### src/rtl/instr_fetch.sv
// -----------------------------------------------------------------------------
// instr_fetch
//
// Instruction fetch unit. It requests one 32-bit word at a time from
// instruction memory, issues it to the decoder, then computes the next PC from
// the decoder's branch request. A HALT opcode (bits [31:27] all ones) parks the
// unit until reset.
//
// Ports
//   clk         in   rising-edge clock for all state
//   rst_n       in   synchronous active-low reset
//   imem_addr   out  instruction word address (current PC)
//   imem_req    out  fetch request, held high until imem_valid
//   imem_data   in   instruction word, valid while imem_valid=1
//   imem_valid  in   one-cycle response strobe
//   op_code     out  issued instruction, 32'h0 (NOP) when not valid
//   op_valid    out  op_code holds a live instruction
//   stall       in   downstream hold of the issued instruction
//   j           in   decoder jump request, qualified by op_valid
//   mode_set    in   0=BZ, 1=BNZ, 2=JMP, 3=JMR
//   imm_offset  in   immediate branch offset (two's complement)
//   reg_offset  in   register branch offset (two's complement)
//   offset_sel  in   0 selects imm_offset, 1 selects reg_offset
//   zero        in   ALU zero flag
//   pc          out  address of the instruction in op_code
//   halted      out  high while parked after a HALT opcode
// -----------------------------------------------------------------------------
module instr_fetch (
   input  logic        clk,
   input  logic        rst_n,
   output logic [15:0] imem_addr,
   output logic        imem_req,
   input  logic [31:0] imem_data,
   input  logic        imem_valid,
   output logic [31:0] op_code,
   output logic        op_valid,
   input  logic        stall,
   input  logic        j,
   input  logic [1:0]  mode_set,
   input  logic [15:0] imm_offset,
   input  logic [15:0] reg_offset,
   input  logic        offset_sel,
   input  logic        zero,
   output logic [15:0] pc,
   output logic        halted
);

   typedef enum logic [1:0] {
      StReset,
      StFetch,
      StIssue,
      StHalt
   } state_e;

   state_e      state_q, state_d;
   logic [15:0] pc_q, pc_d;
   logic [31:0] instr_q, instr_d;

   logic        halt_op;
   logic        branch_cond;
   logic        taken;
   logic [15:0] offset;
   logic [15:0] pc_step;

   assign halt_op = (imem_data[31:27] == 5'd31);

   // Branch decision; only consumed in the issue cycle, so the inputs are
   // don't-care whenever op_valid is low.
   always_comb begin
      branch_cond = 1'b1;
      case (mode_set)
         2'd0:    branch_cond = zero;
         2'd1:    branch_cond = ~zero;
         default: branch_cond = 1'b1;
      endcase
      taken   = j & branch_cond;
      offset  = offset_sel ? reg_offset : imm_offset;
      pc_step = taken ? offset : 16'd1;
   end

   // State and datapath registers.
   always_ff @(posedge clk) begin
      if (!rst_n) begin
         state_q <= StReset;
         pc_q    <= '0;
         instr_q <= '0;
      end else begin
         state_q <= state_d;
         pc_q    <= pc_d;
         instr_q <= instr_d;
      end
   end

   // Next-state logic.
   always_comb begin
      state_d = state_q;
      unique case (state_q)
         StReset: state_d = StFetch;
         StFetch: begin
            if (imem_valid) begin
               state_d = halt_op ? StHalt : StIssue;
            end
         end
         StIssue: begin
            if (!stall) begin
               state_d = StFetch;
            end
         end
         StHalt:  state_d = StHalt;
      endcase
   end

   // Datapath next values.
   always_comb begin
      pc_d    = pc_q;
      instr_d = instr_q;
      unique case (state_q)
         StReset: begin
            pc_d    = '0;
            instr_d = '0;
         end
         StFetch: begin
            // A HALT word is never issued, so it is not captured.
            if (imem_valid && !halt_op) begin
               instr_d = imem_data;
            end
         end
         StIssue: begin
            if (!stall) begin
               pc_d    = pc_q + pc_step;  // 16-bit wrap is intended
               instr_d = '0;
            end
         end
         StHalt:  instr_d = '0;
      endcase
   end

   // Outputs are pure functions of the registered state.
   always_comb begin
      imem_req  = (state_q == StFetch);
      imem_addr = pc_q;
      op_valid  = (state_q == StIssue);
      op_code   = (state_q == StIssue) ? instr_q : '0;
      halted    = (state_q == StHalt);
      pc        = pc_q;
   end

endmodule

### config.mk
export PLATFORM = sky130hd
export DESIGN_NAME = instr_fetch
export DESIGN_NICKNAME = d
export VERILOG_FILES = /design/src/rtl/instr_fetch.sv
export SDC_FILE = /design/constraint.sdc
export NUM_CORES = 1
export LEC_CHECK = 0
export CORE_AREA = 8 8 102 104
export DETAILED_ROUTE_END_ITERATION = 12
export DIE_AREA = 0 0 110 112
export PLACE_DENSITY = 0.81
export RECOVER_POWER = 100
export SLEW_MARGIN = 10
export SYNTH_ARGS = -nofsm -noshare
export SYNTH_HDL_FRONTEND = slang
export SYNTH_SLANG_ARGS = --single-unit
### constraint.sdc
create_clock -name clk -period 3.03 [get_ports clk]
set_input_delay 0.606 -clock clk [delete_from_list [all_inputs] [get_ports clk]]
set_output_delay 0.606 -clock clk [all_outputs]
set_load 0.02 [all_outputs]
# Word-level counts from Yosys, hierarchy flattened
# Cells that the tools add are included.
[op_classes] n_reduce_logical=9 add_sub_neg=1 n_eq_ne=8 mux=13 bitwise=2
[op_table] operator="32-bit two-way mux" n=3
[op_table] operator="32-bit one-hot mux with 3 select lines" n=1
[op_table] operator="16-bit two-way mux" n=3
[op_table] operator="16-bit one-hot mux with 2 select lines" n=1
[op_table] operator="16-bit adder" n=1
[op_table] operator="2-bit one-hot mux with 4 select lines" n=1
[op_table] operator="2-bit AND reduction" n=3
[op_table] operator="5-bit equality test (second input constant)" n=1
[op_table] operator="2-bit by 1-bit equality test with 1-bit output (second input constant)" n=2
[op_table] operator="2-bit equality test (second input constant)" n=2
[op_table] operator="2-bit zero test" n=2
[op_table] operator="2-bit two-way mux" n=2
[op_table] operator="2-bit by 1-bit != test with 1-bit output (second input constant)" n=2
[op_table] operator="2-bit != test (second input constant)" n=1
[op_table] operator="1-bit one-hot mux with 2 select lines" n=1
[op_table] operator="2-bit nonzero test" n=1
[op_table] operator="2-bit OR reduction" n=1
[op_table] operator="1-bit AND" n=1
[op_table] operator="1-bit logical AND" n=1
[op_table] operator="1-bit zero test" n=1
[op_table] operator="1-bit two-way mux" n=1
[op_table] operator="1-bit inverter" n=1
[word_totals] out_inout_bits=67 reg_bits=50 wordCells=36 in_bits=73

# Depth between registers and ports, before layout
[depth] word_depth=7 mapped_depth=13

# Least setup slack after synthesis
# Ideal clock, no wire load.
[synth_timing] kind="in2reg" start="in offset_sel" end="reg pc_q[14], in the netlist imem_addr[14]" path_slack_ps=63 path_stages=13 setup_time_ps=117 path_buffers=2 arrival_time_ps=2850 cell_sequence="buf_2 buf_2 a211o_1 ha_1 inv_1 fa_1 nand2b_1 a21oi_1 nor4_2 o21ai_1 a31oi_1 xnor2_1 a22o_1"
[synth_via] elab_chain_cells=5
[synth_rtl] item="start: declaration" line="42" rtl="input logic offset_sel,"
[synth_rtl] item="16-bit two-way mux" line="77" rtl="offset = offset_sel ? reg_offset : imm_offset;"
[synth_rtl] item="16-bit two-way mux" line="78" rtl="pc_step = taken ? offset : 16'd1;"
[synth_rtl] item="16-bit adder" line="130" rtl="pc_d = pc_q + pc_step;"
[synth_rtl] item="16-bit two-way mux" line="129" rtl="if (!stall) begin"
[synth_rtl] item="16-bit one-hot mux with 2 select lines" line="117" rtl="unique case (state_q)"
[synth_rtl] item="end signal: assignment" line="89" rtl="pc_q <= pc_d;"
[synth_rtl] item="end: declaration" line="56" rtl="logic [15:0] pc_q, pc_d;"
# No other way between the ends. The select of a mux whose other input is x is not followed.
# A chain may end at the register's enable or synchronous reset.

# Worst setup path in the final report
[layout_timing] start="in mode_set[0]" end="reg pc_q[6], in the netlist imem_addr[6]"
[layout_via] elab_chain_cells=7 word_cells_on_any_way=8
[layout_rtl] item="start: declaration" line="39" rtl="input logic [1:0] mode_set,"
[layout_rtl] item="2-bit by 1-bit equality test with 1-bit output / 2-bit zero test (equally long branches)" line="71" rtl="case (mode_set)"
[layout_rtl] item="1-bit one-hot mux with 2 select lines *" line="71"
[layout_rtl] item="1-bit AND *" line="76" rtl="taken = j & branch_cond;"
[layout_rtl] item="16-bit two-way mux *" line="78"
[layout_rtl] item="16-bit adder *" line="130"
[layout_rtl] item="16-bit two-way mux *" line="129"
[layout_rtl] item="16-bit one-hot mux with 2 select lines *" line="117"
# Every way passes the cells marked *; elsewhere a longest branch is shown, timed or not. The select of a mux whose other input is x is not followed.

==> metrics.cfg <==
[run_status]
status=complete, no violations

[routing]
wl_microns=9040
drt_iter0_markers=114
post-route-drc-count=0
ant_nets=0
vias_per_cell=4.91
post_drt_wl_per_cell_microns=15.4
dr.pass1.iters=4
vias=2885

[floorplan]
row_count=35
initial_core_util=0.335
core_sq_um=8890
chipHeight_microns=112
design.die.area_sq_um=12300
ioPinCount=140
die_width_microns=110

[place]
portBuffers=139
place_ws_ns=-0.406
gp_congestion=0.833
hpwl_microns=7030
dp_cells=577

[power]
ir_drop_uv=190
leakagePower_nw=2.07
power_per_cell_area_nw_per_um2=319
report.power.total_mw=1.50

[synthesis]
muxShareOfSynthArea=0.0504
syn_avg_cell_area_sq_um=8.94
yosysUniqueCellTypes=39
syn_area_sq_um=2980
synth_seq_cells=50
synth-seq-area-share=0.336
synth_nets=422
syn_inst=333
synth_xor_area_frac=0.0412
synth_edf_count=0
synth_top_family_by_area=compound AO/OA/AOI/OAI gates
synth-compound-area-share=0.216
synthArstFlopShare=0
synthSimpleGateAreaFrac=0.212
synthAdderAreaFrac=0.0697
yosys_most_used_dff=dfxtp_1
yosysWarnings=0

[global_route]
grt_pass1_wl_microns=14500
antenna_found_initial=1
grt_overflow=0
grt_use_met3=0.0578
grt_usage=0.141
met2_usage=0.233
grt_max_degree=34
grt.met1_usage=0.162
busiest_layer=met2
grt_pass1_vias=3036

[worst_setup_path]
worstSetupPathType=input port to flip-flop
crit_path_end_kind=flip-flop
start_kind=input port
cp_max_fo=4
critPathArrivalTime_ns=3.15
reg2reg_depth=10
crit_required_ns=3.24

[clocking]
holdBufCountCts=0
clkTransAtPathRegs_ns=0.10
clk_latency_ns=0.31
numCtsBuffers=5
cts.sinks=50
htree_levels=2
cts_tree=done
clockBufferDepth=2
root_buffer=clkbuf_8

[timing]
slew_headroom=0.227
layout_setup_ws_ns=0.0939
worstMarginPinSlew_ns=1.16
finalSetupTns_ns=0
skew_ns=0.00973
fin_hold_ws_ns=0.517
finalSetupViolCount=0
min_period_ns=2.94
finalHoldViolCount=0
fmax_mhz=341
finalMaxSlewViolations=0
fin_crit_sh=0.969

[layout]
drive_above_1_share=0.113
regArea_sq_um=1000
nFillCells=821
fin_cells=588
area_growth_pct=58.1
layout.nets=564
multi_input_area_sq_um=1810

[worst_hold_path]
hold_depth=2
hp-class=flip-flop to flip-flop

[flow_run]
drv_cap=0

[cell type report]
class | count | area share
multi-input cells | 242 | 0.384
repair buffers | 170 | 0.345
flip-flops and latches | 50 | 0.213
well taps | 111 | 0.0295
clock buffers | 5 | 0.0146
clock inverters | 3 | 0.00930
inverters | 6 | 0.00478
diodes | 1 | 0.000532
[metrics by stage]
stage	util	instance area (sq um)
after floorplan	-	2980
after global routing	0.529	4710
after global placement	0.509	4530
after detailed placement	0.509	4530
after CTS	0.523	4650
final	0.529	4710
[cell usage after synthesis, drive strengths merged (2+ instances only)]
library cell | instances | share of area
xor2 | 5 | 0.015
nor2b | 36 | 0.076
inv | 6 | 0.0076
a22o | 15 | 0.044
o21a | 3 | 0.0076
o21ai | 8 | 0.013
ha | 15 | 0.063
nand2b | 4 | 0.0084
a21oi | 11 | 0.020
nand3 | 3 | 0.0067
and2 | 33 | 0.069
nor2 | 19 | 0.024
nand2 | 9 | 0.011
xnor2 | 9 | 0.026
buf | 23 | 0.052
a22oi | 32 | 0.081
mux2i | 15 | 0.050
a31oi | 4 | 0.0084
a211oi | 2 | 0.0067
a21o | 6 | 0.015
dfxtp | 50 | 0.34
and3b | 2 | 0.0059
clkbuf | 12 | 0.015
[path summary, 6_finish.rpt]
check | start | to | slack (ns)
worst min register to register | instr_q[16] | instr_q[16] | 0.52
worst max-delay path | mode_set[0] | imem_addr[6] | 0.09
worst max register to register | imem_addr[0] | imem_addr[14] | 0.97
worst min-delay path | instr_q[16] | instr_q[16] | 0.52
[kinds of logic after synthesis]
| kind of cell | after synthesis |
|---|---|
| DFF | 50 |
| buffers and inverters | 41 |
| muxes | 15 |
| xor gates and xnor gates | 14 |
| and+or+nand+nor | 110 |
| adders and majority gates | 16 |
| AOI/OAI and AO/OA | 87 |
[where the power goes]
part / internal (mW) / switching (mW) / total [mW]
Sequential: 0.675 / 0.0106 / 0.685
Combinational: 0.186 / 0.143 / 0.329
Clock: 0.248 / 0.237 / 0.485
[metal layers]
| layer | vias up | wire length, microns |
|---|---|---|
| li1 | 1441 | - |
| met3 | 14 | 857 |
| met1 | 1340 | 3750 |
| met2 | 90 | 4280 |
| met4 | 0 | 140 |
| met5 | - | 0 |
[flip-flops by register name, indices dropped and copies added, names as in the netlist]
register   flops
imem_addr     16
instr_q       32
state_q        2
[placed cells by master, fill, tap and decap left out, drive strengths merged, types with 2 or more instances in the layout]
cell           instances
a21o                   6
xor2                   5
nor2                  19
and2                  33
and3b                  2
nand2b                 4
dfxtp                 50
xnor2                  9
o21a                   3
clkdlybuf4s50        101
a22oi                 32
a31oi                  4
ha                    15
nand3                  3
nand2                  9
a22o                  15
clkbuf                 6
dlygate4sd3           37
a21oi                 11
inv                    7
a211oi                 2
o21ai                  8
mux2i                 15
nor2b                 36
buf                   30
[worst max-delay path, stage by stage]
cell and delay, ns:
clkdlybuf4s50_1 0.47, xor2_1 0.18, o21ai_2 0.11, a211o_1 0.29
ha_2 0.18, inv_1 0.07, fa_2 0.20, nand2b_4 0.14
a21oi_4 0.06, or3_1 0.38, buf_4 0.15, xor2_1 0.13
a22o_1 0.17
[what timing repair did]
item,in CTS,in global routing
setup buffers,0,2
pin swaps,1,15
gates resized for setup,2,11
setup endpoints to repair,2,8
Note: power is estimated with default switching activity, not from simulation.
